`src/rtl/sa_ctrl_pkg.sv`:
```
// Shared definitions for the systolic-array tile controller: state encoding,
// drain-length helper and host passthrough constants.
package sa_ctrl_pkg;

    typedef enum logic [2:0] {
        ST_IDLE  = 3'd0,
        ST_CLEAR = 3'd1,
        ST_FEED  = 3'd2,
        ST_DRAIN = 3'd3,
        ST_WB    = 3'd4,
        ST_DONE  = 3'd5
    } state_e;

    localparam logic HOST_SRAM_EN = 1'b1;
    localparam logic HOST_WR_WE   = 1'b1;
    localparam logic HOST_RD_WE   = 1'b0;

    // Cycles until the last product has left the array after the final read issue
    function automatic int unsigned drain_len(input int unsigned rd_lat,
                                              input int unsigned num_row,
                                              input int unsigned num_col);
        return rd_lat + num_row + num_col - 1;
    endfunction

endpackage

```
`src/rtl/sa_tile_controller_if.sv`:
```
// Host/SRAM/datapath signal bundle of the tile controller; master is the host side.
interface sa_tile_controller_if #(
    parameter int unsigned NUM_ROW              = 8,
    parameter int unsigned NUM_COL              = 8,
    parameter int unsigned LOG2_SRAM_BANK_DEPTH = 10,
    parameter int unsigned LOG2_K               = 10,
    parameter int unsigned LOG2_TILES           = 8
);
    logic                            i_start;
    logic [LOG2_K-1:0]               i_k_len;
    logic [LOG2_TILES-1:0]           i_num_tiles;
    logic [LOG2_SRAM_BANK_DEPTH-1:0] i_top_base;
    logic [LOG2_SRAM_BANK_DEPTH-1:0] i_left_base;
    logic [LOG2_SRAM_BANK_DEPTH-1:0] i_down_base;
    logic                            i_host_top_wr_en;
    logic                            i_host_left_wr_en;
    logic                            i_host_down_rd_en;
    logic [LOG2_SRAM_BANK_DEPTH-1:0] i_host_addr;

    logic                            o_top_en;
    logic                            o_top_we;
    logic [LOG2_SRAM_BANK_DEPTH-1:0] o_top_addr;
    logic                            o_left_en;
    logic                            o_left_we;
    logic [LOG2_SRAM_BANK_DEPTH-1:0] o_left_addr;
    logic [NUM_COL-1:0]              o_down_en;
    logic                            o_down_we;
    logic [LOG2_SRAM_BANK_DEPTH-1:0] o_down_addr;
    logic [NUM_COL-1:0]              o_valid_top;
    logic [NUM_ROW-1:0]              o_valid_left;
    logic                            o_sa_acc_clr;
    logic                            o_sa_shift_out;
    logic                            o_busy;
    logic                            o_done;
    logic                            o_err;

    modport master (
        output i_start, i_k_len, i_num_tiles, i_top_base, i_left_base, i_down_base,
               i_host_top_wr_en, i_host_left_wr_en, i_host_down_rd_en, i_host_addr,
        input  o_top_en, o_top_we, o_top_addr, o_left_en, o_left_we, o_left_addr,
               o_down_en, o_down_we, o_down_addr, o_valid_top, o_valid_left,
               o_sa_acc_clr, o_sa_shift_out, o_busy, o_done, o_err
    );

    modport slave (
        input  i_start, i_k_len, i_num_tiles, i_top_base, i_left_base, i_down_base,
               i_host_top_wr_en, i_host_left_wr_en, i_host_down_rd_en, i_host_addr,
        output o_top_en, o_top_we, o_top_addr, o_left_en, o_left_we, o_left_addr,
               o_down_en, o_down_we, o_down_addr, o_valid_top, o_valid_left,
               o_sa_acc_clr, o_sa_shift_out, o_busy, o_done, o_err
    );

endinterface

```
`src/rtl/sa_valid_skew.sv`:
```
// Per-lane valid delay line: lane l sees issue_i delayed by BASE_LAT (+ l when skewed).
module sa_valid_skew #(
    parameter int unsigned LANES    = 8,
    parameter int unsigned BASE_LAT = 1,
    parameter int unsigned SKEW_EN  = 1
) (
    input  logic             clk,
    input  logic             rst,
    input  logic             issue_i,
    output logic [LANES-1:0] valid_o
);

    localparam int unsigned DEPTH = BASE_LAT + ((SKEW_EN != 0) ? (LANES - 1) : 0);

    logic [DEPTH-1:0] pipe_q;

    if (DEPTH == 1) begin : g_one
        always_ff @(posedge clk) begin
            if (rst) pipe_q <= '0;
            else     pipe_q <= issue_i;
        end
    end else begin : g_many
        always_ff @(posedge clk) begin
            if (rst) pipe_q <= '0;
            else     pipe_q <= {pipe_q[DEPTH-2:0], issue_i};
        end
    end

    for (genvar l = 0; l < LANES; l++) begin : g_lane
        assign valid_o[l] = pipe_q[BASE_LAT - 1 + ((SKEW_EN != 0) ? l : 0)];
    end

endmodule

```
`src/rtl/sa_tile_controller.sv`:
```
// Tiled GEMM sequencer: clear, feed, drain and writeback per tile from one start pulse,
// with host SRAM passthrough while idle.
module sa_tile_controller
    import sa_ctrl_pkg::*;
#(
    parameter int unsigned NUM_ROW              = 8,
    parameter int unsigned NUM_COL              = 8,
    parameter int unsigned LOG2_SRAM_BANK_DEPTH = 10,
    parameter int unsigned LOG2_K               = 10,
    parameter int unsigned LOG2_TILES           = 8,
    parameter int unsigned SRAM_RD_LAT          = 1,
    parameter int unsigned SKEW_EN              = 1
) (
    input logic                 clk,
    input logic                 rst,
    sa_tile_controller_if.slave bus
);

    localparam int unsigned AW        = LOG2_SRAM_BANK_DEPTH;
    localparam int unsigned DRAIN_LEN = drain_len(SRAM_RD_LAT, NUM_ROW, NUM_COL);
    localparam int unsigned PH_MAX    = (DRAIN_LEN > NUM_ROW) ? DRAIN_LEN : NUM_ROW;
    localparam int unsigned PH_W      = $clog2(PH_MAX + 1);

    state_e                state_q, state_d;
    logic [LOG2_K-1:0]     k_q, k_d;
    logic [LOG2_K-1:0]     k_len_q, k_len_d;
    logic [LOG2_TILES-1:0] num_tiles_q, num_tiles_d;
    logic [LOG2_TILES-1:0] tile_q, tile_d;
    logic [PH_W-1:0]       ph_q, ph_d;
    logic [AW-1:0]         top_ptr_q, top_ptr_d;
    logic [AW-1:0]         left_ptr_q, left_ptr_d;
    logic [AW-1:0]         down_ptr_q, down_ptr_d;
    logic                  err_q, err_d;

    logic               top_en, top_we, left_en, left_we, down_we;
    logic [AW-1:0]      top_addr, left_addr, down_addr;
    logic [NUM_COL-1:0] down_en;
    logic               acc_clr, shift_out, busy, done, err;

    always_ff @(posedge clk) begin
        if (rst) begin
            state_q     <= ST_IDLE;
            k_q         <= '0;
            k_len_q     <= '0;
            num_tiles_q <= '0;
            tile_q      <= '0;
            ph_q        <= '0;
            top_ptr_q   <= '0;
            left_ptr_q  <= '0;
            down_ptr_q  <= '0;
            err_q       <= 1'b0;
        end else begin
            state_q     <= state_d;
            k_q         <= k_d;
            k_len_q     <= k_len_d;
            num_tiles_q <= num_tiles_d;
            tile_q      <= tile_d;
            ph_q        <= ph_d;
            top_ptr_q   <= top_ptr_d;
            left_ptr_q  <= left_ptr_d;
            down_ptr_q  <= down_ptr_d;
            err_q       <= err_d;
        end
    end

    // Sequencing and Moore-decoded outputs; ph_q counts both drain cycles and writeback rows
    always_comb begin
        state_d     = state_q;
        k_d         = k_q;
        k_len_d     = k_len_q;
        num_tiles_d = num_tiles_q;
        tile_d      = tile_q;
        ph_d        = ph_q;
        top_ptr_d   = top_ptr_q;
        left_ptr_d  = left_ptr_q;
        down_ptr_d  = down_ptr_q;
        err_d       = err_q;

        top_en    = 1'b0;
        top_we    = 1'b0;
        top_addr  = '0;
        left_en   = 1'b0;
        left_we   = 1'b0;
        left_addr = '0;
        down_en   = '0;
        down_we   = 1'b0;
        down_addr = '0;
        acc_clr   = 1'b0;
        shift_out = 1'b0;
        busy      = 1'b1;
        done      = 1'b0;
        err       = 1'b0;

        case (state_q)
            ST_IDLE: begin
                busy = 1'b0;
                if (bus.i_host_top_wr_en) begin
                    top_en   = HOST_SRAM_EN;
                    top_we   = HOST_WR_WE;
                    top_addr = bus.i_host_addr;
                end
                if (bus.i_host_left_wr_en) begin
                    left_en   = HOST_SRAM_EN;
                    left_we   = HOST_WR_WE;
                    left_addr = bus.i_host_addr;
                end
                if (bus.i_host_down_rd_en) begin
                    down_en   = '1;
                    down_we   = HOST_RD_WE;
                    down_addr = bus.i_host_addr;
                end
                if (bus.i_start) begin
                    k_len_d     = bus.i_k_len;
                    num_tiles_d = bus.i_num_tiles;
                    top_ptr_d   = bus.i_top_base;
                    left_ptr_d  = bus.i_left_base;
                    down_ptr_d  = bus.i_down_base;
                    tile_d      = '0;
                    ph_d        = '0;
                    k_d         = '0;
                    if ((bus.i_k_len == '0) || (bus.i_num_tiles == '0)) begin
                        err_d   = 1'b1;
                        state_d = ST_DONE;
                    end else begin
                        err_d   = 1'b0;
                        state_d = ST_CLEAR;
                    end
                end
            end
            ST_CLEAR: begin
                acc_clr = 1'b1;
                k_d     = '0;
                state_d = ST_FEED;
            end
            ST_FEED: begin
                top_en    = 1'b1;
                top_addr  = top_ptr_q + AW'(k_q);
                left_en   = 1'b1;
                left_addr = left_ptr_q + AW'(k_q);
                if (k_q == k_len_q - LOG2_K'(1)) begin
                    ph_d    = '0;
                    state_d = ST_DRAIN;
                end else begin
                    k_d = k_q + LOG2_K'(1);
                end
            end
            ST_DRAIN: begin
                if (ph_q == PH_W'(DRAIN_LEN - 1)) begin
                    ph_d    = '0;
                    state_d = ST_WB;
                end else begin
                    ph_d = ph_q + PH_W'(1);
                end
            end
            ST_WB: begin
                shift_out = 1'b1;
                down_en   = '1;
                down_we   = 1'b1;
                down_addr = down_ptr_q + AW'(ph_q);
                if (ph_q == PH_W'(NUM_ROW - 1)) begin
                    ph_d = '0;
                    if (tile_q == num_tiles_q - LOG2_TILES'(1)) begin
                        state_d = ST_DONE;
                    end else begin
                        tile_d     = tile_q + LOG2_TILES'(1);
                        top_ptr_d  = top_ptr_q + AW'(k_len_q);
                        left_ptr_d = left_ptr_q + AW'(k_len_q);
                        down_ptr_d = down_ptr_q + AW'(NUM_ROW);
                        state_d    = ST_CLEAR;
                    end
                end else begin
                    ph_d = ph_q + PH_W'(1);
                end
            end
            ST_DONE: begin
                busy    = 1'b0;
                done    = 1'b1;
                err     = err_q;
                state_d = ST_IDLE;
            end
            default: begin
                state_d = ST_IDLE;
            end
        endcase
    end

    sa_valid_skew #(
        .LANES    (NUM_COL),
        .BASE_LAT (SRAM_RD_LAT),
        .SKEW_EN  (SKEW_EN)
    ) u_skew_top (
        .clk     (clk),
        .rst     (rst),
        .issue_i (state_q == ST_FEED),
        .valid_o (bus.o_valid_top)
    );

    sa_valid_skew #(
        .LANES    (NUM_ROW),
        .BASE_LAT (SRAM_RD_LAT),
        .SKEW_EN  (SKEW_EN)
    ) u_skew_left (
        .clk     (clk),
        .rst     (rst),
        .issue_i (state_q == ST_FEED),
        .valid_o (bus.o_valid_left)
    );

    assign bus.o_top_en       = top_en;
    assign bus.o_top_we       = top_we;
    assign bus.o_top_addr     = top_addr;
    assign bus.o_left_en      = left_en;
    assign bus.o_left_we      = left_we;
    assign bus.o_left_addr    = left_addr;
    assign bus.o_down_en      = down_en;
    assign bus.o_down_we      = down_we;
    assign bus.o_down_addr    = down_addr;
    assign bus.o_sa_acc_clr   = acc_clr;
    assign bus.o_sa_shift_out = shift_out;
    assign bus.o_busy         = busy;
    assign bus.o_done         = done;
    assign bus.o_err          = err;

endmodule

```
`src/flat_wrapper.sv`:
```
// flat-port wrapper written by rule: the top's interface ports become plain ports
module sa_tile_controller_flat import sa_ctrl_pkg::*;
#(
    parameter int unsigned NUM_ROW              = 8,
    parameter int unsigned NUM_COL              = 8,
    parameter int unsigned LOG2_SRAM_BANK_DEPTH = 10,
    parameter int unsigned LOG2_K               = 10,
    parameter int unsigned LOG2_TILES           = 8,
    parameter int unsigned SRAM_RD_LAT          = 1,
    parameter int unsigned SKEW_EN              = 1
)
  (clk, rst, bus_i_start, bus_i_k_len, bus_i_num_tiles, bus_i_top_base, bus_i_left_base, bus_i_down_base, bus_i_host_top_wr_en, bus_i_host_left_wr_en, bus_i_host_down_rd_en, bus_i_host_addr, bus_o_top_en, bus_o_top_we, bus_o_top_addr, bus_o_left_en, bus_o_left_we, bus_o_left_addr, bus_o_down_en, bus_o_down_we, bus_o_down_addr, bus_o_valid_top, bus_o_valid_left, bus_o_sa_acc_clr, bus_o_sa_shift_out, bus_o_busy, bus_o_done, bus_o_err);
  sa_tile_controller_if #(.NUM_ROW(NUM_ROW), .NUM_COL(NUM_COL), .LOG2_SRAM_BANK_DEPTH(LOG2_SRAM_BANK_DEPTH), .LOG2_K(LOG2_K), .LOG2_TILES(LOG2_TILES)) bus_i ();
  input logic clk;
  input logic rst;
  input wire logic [$bits(bus_i.i_start)-1:0] bus_i_start;
  input wire logic [$bits(bus_i.i_k_len)-1:0] bus_i_k_len;
  input wire logic [$bits(bus_i.i_num_tiles)-1:0] bus_i_num_tiles;
  input wire logic [$bits(bus_i.i_top_base)-1:0] bus_i_top_base;
  input wire logic [$bits(bus_i.i_left_base)-1:0] bus_i_left_base;
  input wire logic [$bits(bus_i.i_down_base)-1:0] bus_i_down_base;
  input wire logic [$bits(bus_i.i_host_top_wr_en)-1:0] bus_i_host_top_wr_en;
  input wire logic [$bits(bus_i.i_host_left_wr_en)-1:0] bus_i_host_left_wr_en;
  input wire logic [$bits(bus_i.i_host_down_rd_en)-1:0] bus_i_host_down_rd_en;
  input wire logic [$bits(bus_i.i_host_addr)-1:0] bus_i_host_addr;
  output wire logic [$bits(bus_i.o_top_en)-1:0] bus_o_top_en;
  output wire logic [$bits(bus_i.o_top_we)-1:0] bus_o_top_we;
  output wire logic [$bits(bus_i.o_top_addr)-1:0] bus_o_top_addr;
  output wire logic [$bits(bus_i.o_left_en)-1:0] bus_o_left_en;
  output wire logic [$bits(bus_i.o_left_we)-1:0] bus_o_left_we;
  output wire logic [$bits(bus_i.o_left_addr)-1:0] bus_o_left_addr;
  output wire logic [$bits(bus_i.o_down_en)-1:0] bus_o_down_en;
  output wire logic [$bits(bus_i.o_down_we)-1:0] bus_o_down_we;
  output wire logic [$bits(bus_i.o_down_addr)-1:0] bus_o_down_addr;
  output wire logic [$bits(bus_i.o_valid_top)-1:0] bus_o_valid_top;
  output wire logic [$bits(bus_i.o_valid_left)-1:0] bus_o_valid_left;
  output wire logic [$bits(bus_i.o_sa_acc_clr)-1:0] bus_o_sa_acc_clr;
  output wire logic [$bits(bus_i.o_sa_shift_out)-1:0] bus_o_sa_shift_out;
  output wire logic [$bits(bus_i.o_busy)-1:0] bus_o_busy;
  output wire logic [$bits(bus_i.o_done)-1:0] bus_o_done;
  output wire logic [$bits(bus_i.o_err)-1:0] bus_o_err;
  assign bus_i.i_start = bus_i_start;
  assign bus_i.i_k_len = bus_i_k_len;
  assign bus_i.i_num_tiles = bus_i_num_tiles;
  assign bus_i.i_top_base = bus_i_top_base;
  assign bus_i.i_left_base = bus_i_left_base;
  assign bus_i.i_down_base = bus_i_down_base;
  assign bus_i.i_host_top_wr_en = bus_i_host_top_wr_en;
  assign bus_i.i_host_left_wr_en = bus_i_host_left_wr_en;
  assign bus_i.i_host_down_rd_en = bus_i_host_down_rd_en;
  assign bus_i.i_host_addr = bus_i_host_addr;
  assign bus_o_top_en = bus_i.o_top_en;
  assign bus_o_top_we = bus_i.o_top_we;
  assign bus_o_top_addr = bus_i.o_top_addr;
  assign bus_o_left_en = bus_i.o_left_en;
  assign bus_o_left_we = bus_i.o_left_we;
  assign bus_o_left_addr = bus_i.o_left_addr;
  assign bus_o_down_en = bus_i.o_down_en;
  assign bus_o_down_we = bus_i.o_down_we;
  assign bus_o_down_addr = bus_i.o_down_addr;
  assign bus_o_valid_top = bus_i.o_valid_top;
  assign bus_o_valid_left = bus_i.o_valid_left;
  assign bus_o_sa_acc_clr = bus_i.o_sa_acc_clr;
  assign bus_o_sa_shift_out = bus_i.o_sa_shift_out;
  assign bus_o_busy = bus_i.o_busy;
  assign bus_o_done = bus_i.o_done;
  assign bus_o_err = bus_i.o_err;
  sa_tile_controller #(.NUM_ROW(NUM_ROW), .NUM_COL(NUM_COL), .LOG2_SRAM_BANK_DEPTH(LOG2_SRAM_BANK_DEPTH), .LOG2_K(LOG2_K), .LOG2_TILES(LOG2_TILES), .SRAM_RD_LAT(SRAM_RD_LAT), .SKEW_EN(SKEW_EN)) u_core (.clk(clk), .rst(rst), .bus(bus_i));
endmodule
```
`config.mk`:
```
export PLATFORM = sky130hd
export DESIGN_NAME = sa_tile_controller_flat
export DESIGN_NICKNAME = d
export VERILOG_FILES = /design/src/rtl/sa_ctrl_pkg.sv /design/src/rtl/sa_tile_controller_if.sv /design/src/rtl/sa_valid_skew.sv /design/src/rtl/sa_tile_controller.sv /design/src/flat_wrapper.sv
export SDC_FILE = /design/constraint.sdc
export NUM_CORES = 1
export LEC_CHECK = 0
export ABC_CLOCK_PERIOD_IN_PS = 4600
export CORE_ASPECT_RATIO = 0.9
export CORE_MARGIN = 5
export CORE_UTILIZATION = 58
export DETAILED_ROUTE_END_ITERATION = 16
export GPL_ROUTABILITY_DRIVEN = 0
export MAX_ROUTING_LAYER = met4
export PLACE_DENSITY = 0.95
export SLEW_MARGIN = 20
export SYNTH_ARGS = -nofsm -noshare
export SYNTH_HDL_FRONTEND = slang
export SYNTH_HIERARCHICAL = 1
export SYNTH_SLANG_ARGS = --single-unit
```
`constraint.sdc`:
```
create_clock -name clk -period 4.6 [get_ports clk]
set_input_delay 1.38 -clock clk [delete_from_list [all_inputs] [get_ports clk]]
set_output_delay 1.38 -clock clk [all_outputs]
set_load 0.1 [all_outputs]
```
* After elaboration in Yosys (flattened, before gate mapping)
Cells that the tools add are included.
W data, S select, Z words.
** Word-level totals
- Word-level logic and storage cells :: 102
- Register bits after elaboration :: 91
** Operators by class
- Equality and inequality tests :: 15
- Multiplexer cells :: 51
- Add/sub/neg operators :: 11
- Reduce and logical (&&, ||, !) cells :: 13
** Operator list (number)
- $mux W10 :: 14
- $pmux W10 S2 :: 6
- $add A10 B10 Y10 :: 4
- $mux W8 :: 4
- $pmux W8 S2 :: 2
- $pmux W10 S3 :: 1
- $mux W5 :: 4
- $pmux W5 S4 :: 1
- $mux W3 :: 6
- $pmux W3 S5 :: 1
- $add A10 B1 Y10 const B :: 1
- $add A10 B4 Y10 const B :: 1
- $add A10 B5 Y10 :: 1
- $eq A10 B10 Y1 :: 1
- $logic_not A10 Y1 :: 1
- $mux W1 :: 10
- $sub A10 B1 Y10 const B :: 1
- $add A8 B1 Y8 const B :: 1
- $eq A8 B8 Y1 :: 1
- $logic_not A8 Y1 :: 1
- $reduce_and A4 Y1 :: 2
- $sub A8 B1 Y8 const B :: 1
- $eq A3 B2 Y1 const B :: 2
- $eq A3 B3 Y1 const B :: 2
- 15 further kinds :: 21

* Logic depth before layout (Yosys ltp)
Gate-level depths: netlist of run 1.
- Depth in word-level cells :: 5
- Depth in mapped cells :: 12

* Hierarchy
The synthesis of run 1 kept the hierarchy.
** By module, submodules not included
- sa_tile_controller :: sequential area each 1501.4 sq um, times used 1, cells each 807, area each 6199.7 sq um
- sa_valid_skew :: sequential area each 160.2 sq um, times used 2, cells each 16, area each 210.2 sq um

* Worst setup path before layout of run 1
No wires, ideal clock.
- Path type :: register to output
- Start point :: reg u_core.k_q[0]
- End point :: out bus_o_top_addr[8]
- Slack :: -0.918 ns
- Data arrival time :: 4.138 ns
- Cell stages (with the launch flop) :: 10
- Required time :: 3.220 ns
- Path buffers :: 0
- Path through :: dfxtp_1 -> ha_1 -> fa_1 -> a21o_1 -> a21oi_1 -> o21bai_1 -> a211o_1 -> a31oi_1 -> xor2_1 -> o21ai_0
** On the way
- Longest elaborated chain between the ends :: 2
** Ends and longest elaborated chain
- from (decl) :: line sa_tile_controller.sv:25 : logic [LOG2_K-1:0] k_q, k_d;
- from (signal assigned) :: line sa_tile_controller.sv:54 : k_q <= k_d;
- $add A10 B10 Y10 :: line sa_tile_controller.sv:137 : top_addr = top_ptr_q + AW'(k_q);
- $pmux W10 S2 :: line sa_tile_controller.sv:94 : case (state_q)
- to (decl) :: line flat_wrapper.sv:28 : output wire logic [$bits(bus_i.o_top_addr)-1:0] bus_o_top_addr;
Every way passes these cells.

* Final worst setup path of run 1
Ends and elaborated chain as after synthesis.

==> qor.txt, run 1 <==
======================================================================================
Met2 capacity usage during global routing                                       50.04%
Area taken by multi-input logic gates                                        4497 um^2
R2r endpoint                                                              u_core/left_ptr_q[1]
Insertion delay to the later sink of the worst-skew pair                        350 ps
R2R Path Start                                                            u_core/num_tiles_q[0]
Proportion of synthesized flip-flops having asynchronous set or reset               0%
Post-synthesis sequential area ratio                                            27.52%
Synth warn                                                                           6
Die Outline Area                                                            13650 um^2
Total congestion overflow after global routing                                       0
Area grow syn2layout                                                            31.98%
Slew @ Worst Pin                                                               1008 ps
Final number of hold-violating endpoints                                             0
Bufs on Longest Clock Path                                                           2
Final Hold Slack                                                              463.7 ps
Cell count after synthesis                                                         839
Share of final-layout standard cells stronger than drive strength 1             11.73%
Run status                                                                complete, no violations
Std-Cell Rows                                                                       37
Cell with the most instances after synthesis                              sky130_fd_sc_hd__nand2_1
Worst hold path startpoint                                                u_core/u_skew_left/valid_o[0]
Biggest fanout along the worst timing path                                          10
Cell Pwr Density                                                          338.3 nW/um^2
Start-to-end type of the worst setup path                                 flip-flop to primary output
Via count of the first global-routing pass                                        6740
Leakage component of the power                                             0.003422 uW
Antenna fix cells                                                                    0
Worst rel slew slack                                                            32.60%
Netlist Area Pre-Place                                                       6620 um^2
Clock slew at the register clock pins of the worst setup and hold paths          70 ps
Post-synthesis sequential element count                                             91
Cells on Worst Hold Path                                                             1
Clock tree from TritonCTS                                                         done
Peak supply drop                                                              264.7 uV
Placeable core region                                                       11300 um^2
CP Capture Type                                                           primary output
Sinks on the clock net                                                              91
Wire length of the first global-routing pass                                  33930 um
Maximum number of pins on one net before global-route repair                        42
Post-synth top flop                                                       sky130_fd_sc_hd__dfxtp_1
Peak-usage layer in the global routing report                                     met2
Fmax                                                                        0.2239 GHz
Hold-fix buffers at CTS                                                              0
Proportion of total power due to net switching                                  40.29%
Required time of the worst setup path                                          3220 ps
Fill cell instance count of the final layout                                       718
Share of total power in the clock network                                        28.1%
Setup_tns                                                                         0 ps
Relative contribution of combinational cells to total power                      40.5%
Reg2reg path depth                                                                  10
Internal Power                                                                 1765 uW
Path type of the worst min-delay path                                     flip-flop to flip-flop
Final Total Pwr                                                                2955 uW
Remaining design rule violation count                                                0
Vias post-DR                                                                      7067
R2R Setup Slk                                                                  1270 ps
Kind of start point of the critical path                                     flip-flop
Number of top-level design ports                                                   128
Die Ht                                                                        111.4 um
Unrepaired setup endpoints after global routing                                     no
H-tree levels                                                                        3
Number of buffers added by the clock tree synthesis step                             9
# placed instances                                                                1086
Number of nets in the layout                                                      1059
# setup viols final                                                                  0
Final design utilization                                                        77.35%
Filler-free cell count of the finished design                                     1102
Data arrival time of the critical path                                         3090 ps
Cell types occupying the most area after synthesis                        sky130_fd_sc_hd__dfxtp_1 (28%), sky130_fd_sc_hd__ha_1 (9.3%), sky130_fd_sc_hd__nand2_1 (5.8%)
Synth unique cells                                                                  70
Area used by sequential logic in the layout                                  1823 um^2
Destination of the worst hold path                                        u_core/u_skew_left/valid_o[1]
Share of power burned in registers                                               31.4%
Number of port buffers                                                             127
Met3 layer usage reported by global route                                       8.380%
Max-slew violation count                                                             0
Dominant cell type by area after synthesis                                sky130_fd_sc_hd__dfxtp_1
Synthesized area divided by synthesized cell count                          7.890 um^2
HPWL after detailed placement                                                 16080 um
Crit path time final                                                           4467 ps
Met1 Use GR                                                                     40.01%
Iteration-0 DRC Markers                                                            714
Clock tree root driver cell                                               sky130_fd_sc_hd__clkbuf_16
Overall routed net length                                                     21530 um
Number of antenna-violating nets in the routed design                                0
Number of maximum-capacitance violations                                             0
Initial antenna violation count                                                      0
All-Layer GR Usage                                                              31.98%
Number of vias per cell after detailed routing                                   6.413
Portion of synthesized cell area occupied by the leading cell type              27.52%
Post-detailed-route wirelength per cell                                       19.54 um
Drt pass-1 iters                                                                     5
Top cell types by occurrence after synthesis                              sky130_fd_sc_hd__nand2_1 (103), sky130_fd_sc_hd__dfxtp_1 (91), sky130_fd_sc_hd__nor2_1 (76)
Worst Clk Skew                                                                8.300 ps
Effective utilization at floorplan                                              58.61%
Die width                                                                     122.6 um
Syn Nets                                                                           957
Switching power                                                                1191 uW
Final period utilization                                                        97.11%
Number of flops mapped to enable cells by yosys                                      0
======================================================================================
## critical path: stages, from the launching register on
cell	delay, ps
sky130_fd_sc_hd__dfxtp_1	430
sky130_fd_sc_hd__ha_1	290
sky130_fd_sc_hd__fa_1	410
sky130_fd_sc_hd__a21o_1	200
sky130_fd_sc_hd__a21oi_1	220
sky130_fd_sc_hd__o21bai_1	110
sky130_fd_sc_hd__a211o_1	300
sky130_fd_sc_hd__a31oi_1	220
sky130_fd_sc_hd__xor2_1	120
sky130_fd_sc_hd__o21ai_1	220
sky130_fd_sc_hd__buf_12	210
## final cells by class
type	count	share of cell area [%]
Timing Repair Buffer	136	20.34
Clock buffer	10	2.735
Tap cell	156	2.234
Clock inverter	6	1.074
Inverter	30	1.289
Sequential cell	91	20.86
Multi-Input combinational cell	673	51.47
## sequential cells by signal, indices dropped and copies added (netlist names)
register and count:
u_core/down_ptr_q 10, u_core/err_q 1, u_core/k_len_q 10, u_core/k_q 10
u_core/left_ptr_q 10, u_core/num_tiles_q 8, u_core/ph_q 5, u_core/state_q 3
u_core/tile_q 8, u_core/top_ptr_q 10, u_core/u_skew_left/valid_o 8, u_core/u_skew_top/valid_o 8
## per-stage QoR
stage | cell area, um^2 | setup WS, ps
after global placement | 8399 | 488.3
after global routing | 8737 | 59.52
after CTS | 8732 | 155.6
final | 8737 | 133.1
after floorplan | 6643 | -163.4
after detailed placement | 8399 | 427.4
## cell families (layout without fill, tap and decap cells)
family | count (synthesis) | in the layout | synth area share, %
AO/OA/AOI/OAI | 231 | 231 | 24.21
XOR/XNOR | 64 | 64 | 8.467
adder cells (fa/ha/maj) | 54 | 54 | 10.77
buffers and inverters | 75 | 182 | 4.952
flip-flops | 91 | 91 | 27.52
multiplexers | 3 | 3 | 0.4536
AND/OR/NAND/NOR | 321 | 321 | 23.62
## cell usage in the layout (no fill, tap or decap), types with 5 or more instances in the layout
| master | synthesis | layout |
|---|---|---|
| sky130_fd_sc_hd__a2111oi_2 | 6 | 6 |
| sky130_fd_sc_hd__a211o_1 | 5 | 5 |
| sky130_fd_sc_hd__a211oi_1 | 11 | 11 |
| sky130_fd_sc_hd__a21o_1 | 6 | 6 |
| sky130_fd_sc_hd__a21oi_1 | 72 | 71 |
| sky130_fd_sc_hd__a22o_1 | 7 | 7 |
| sky130_fd_sc_hd__a22oi_1 | 5 | 5 |
| sky130_fd_sc_hd__a31oi_1 | 6 | 6 |
| sky130_fd_sc_hd__and3_1 | 10 | 10 |
| sky130_fd_sc_hd__buf_12 | 0 | 45 |
| sky130_fd_sc_hd__buf_4 | 9 | 12 |
| sky130_fd_sc_hd__clkbuf_16 | 0 | 9 |
| sky130_fd_sc_hd__clkdlybuf4s50_1 | 0 | 78 |
| sky130_fd_sc_hd__dfxtp_1 | 91 | 90 |
| sky130_fd_sc_hd__fa_1 | 5 | 5 |
| sky130_fd_sc_hd__ha_1 | 49 | 49 |
| sky130_fd_sc_hd__inv_1 | 28 | 28 |
| sky130_fd_sc_hd__nand2_1 | 103 | 103 |
| sky130_fd_sc_hd__nand2b_1 | 12 | 12 |
| sky130_fd_sc_hd__nand3_1 | 17 | 17 |
| sky130_fd_sc_hd__nand4_1 | 9 | 9 |
| sky130_fd_sc_hd__nor2_1 | 76 | 75 |
| sky130_fd_sc_hd__nor2b_1 | 23 | 23 |
| sky130_fd_sc_hd__nor3_1 | 13 | 13 |
| sky130_fd_sc_hd__nor4_1 | 8 | 8 |
| sky130_fd_sc_hd__o21a_1 | 7 | 7 |
| sky130_fd_sc_hd__o21ai_0 | 47 | 29 |
| sky130_fd_sc_hd__o21ai_1 | 1 | 15 |
| sky130_fd_sc_hd__o21bai_1 | 11 | 11 |
| sky130_fd_sc_hd__o31a_1 | 6 | 6 |
| sky130_fd_sc_hd__o31ai_1 | 8 | 7 |
| sky130_fd_sc_hd__or2_2 | 10 | 10 |
| sky130_fd_sc_hd__or3_1 | 14 | 14 |
| sky130_fd_sc_hd__or4_1 | 7 | 7 |
| sky130_fd_sc_hd__xnor2_1 | 41 | 41 |
| sky130_fd_sc_hd__xor2_1 | 23 | 23 |
## how the worst max path moves through the flow
stage	startpoint	endpoint	slack, ps	depth (start not counted)
detailed placement	bus_i_host_left_wr_en	bus_o_left_addr[7]	430	5
global route	u_core/k_q[0]	bus_o_top_addr[8]	60	10
global placement	bus_i_host_top_wr_en	bus_o_top_addr[6]	490	5
finish	u_core/k_q[0]	bus_o_top_addr[8]	130	10
floorplan	u_core/k_q[0]	bus_o_top_addr[8]	-160	9
CTS	u_core/ph_q[0]	bus_o_down_addr[6]	160	10
## power by group through the flow
stage	Clock [uW]	Combinational (uW)	Sequential [uW]
5_1_grt	873	1260	931
6_report	831	1200	927
3_5_place_dp	0	1180	937
3_3_place_gp	0	1150	933
2_1_floorplan	0	791	920
4_1_cts	837	1190	920
## repair_timing
action                                  in CTS  in global routing
gates resized for setup                      0                  2
setup buffers                                0                  0
endpoints found under the setup margin       0                  3
## metal layers
layer  wire, um  vias up
met5          0        -
met4        712        0
met3       2624       92
met2       9689      488
met1       8507     3279
li1           -     3208
Power figures use the tool's default switching activity.
==> run 2: changes to the inputs <==
--- a/config.mk
+++ b/config.mk
@@ -6,9 +6,11 @@
 export NUM_CORES = 1
 export LEC_CHECK = 0
 export ABC_CLOCK_PERIOD_IN_PS = 4600
+export CAP_MARGIN = 20
 export CORE_ASPECT_RATIO = 0.9
 export CORE_MARGIN = 5
 export CORE_UTILIZATION = 58
+export CTS_CLUSTER_DIAMETER = 150
 export DETAILED_ROUTE_END_ITERATION = 16
 export GPL_ROUTABILITY_DRIVEN = 0
 export MAX_ROUTING_LAYER = met4
==> results of run 2 <==
The final DEF is identical to that of run 1; final timing and power are the same.
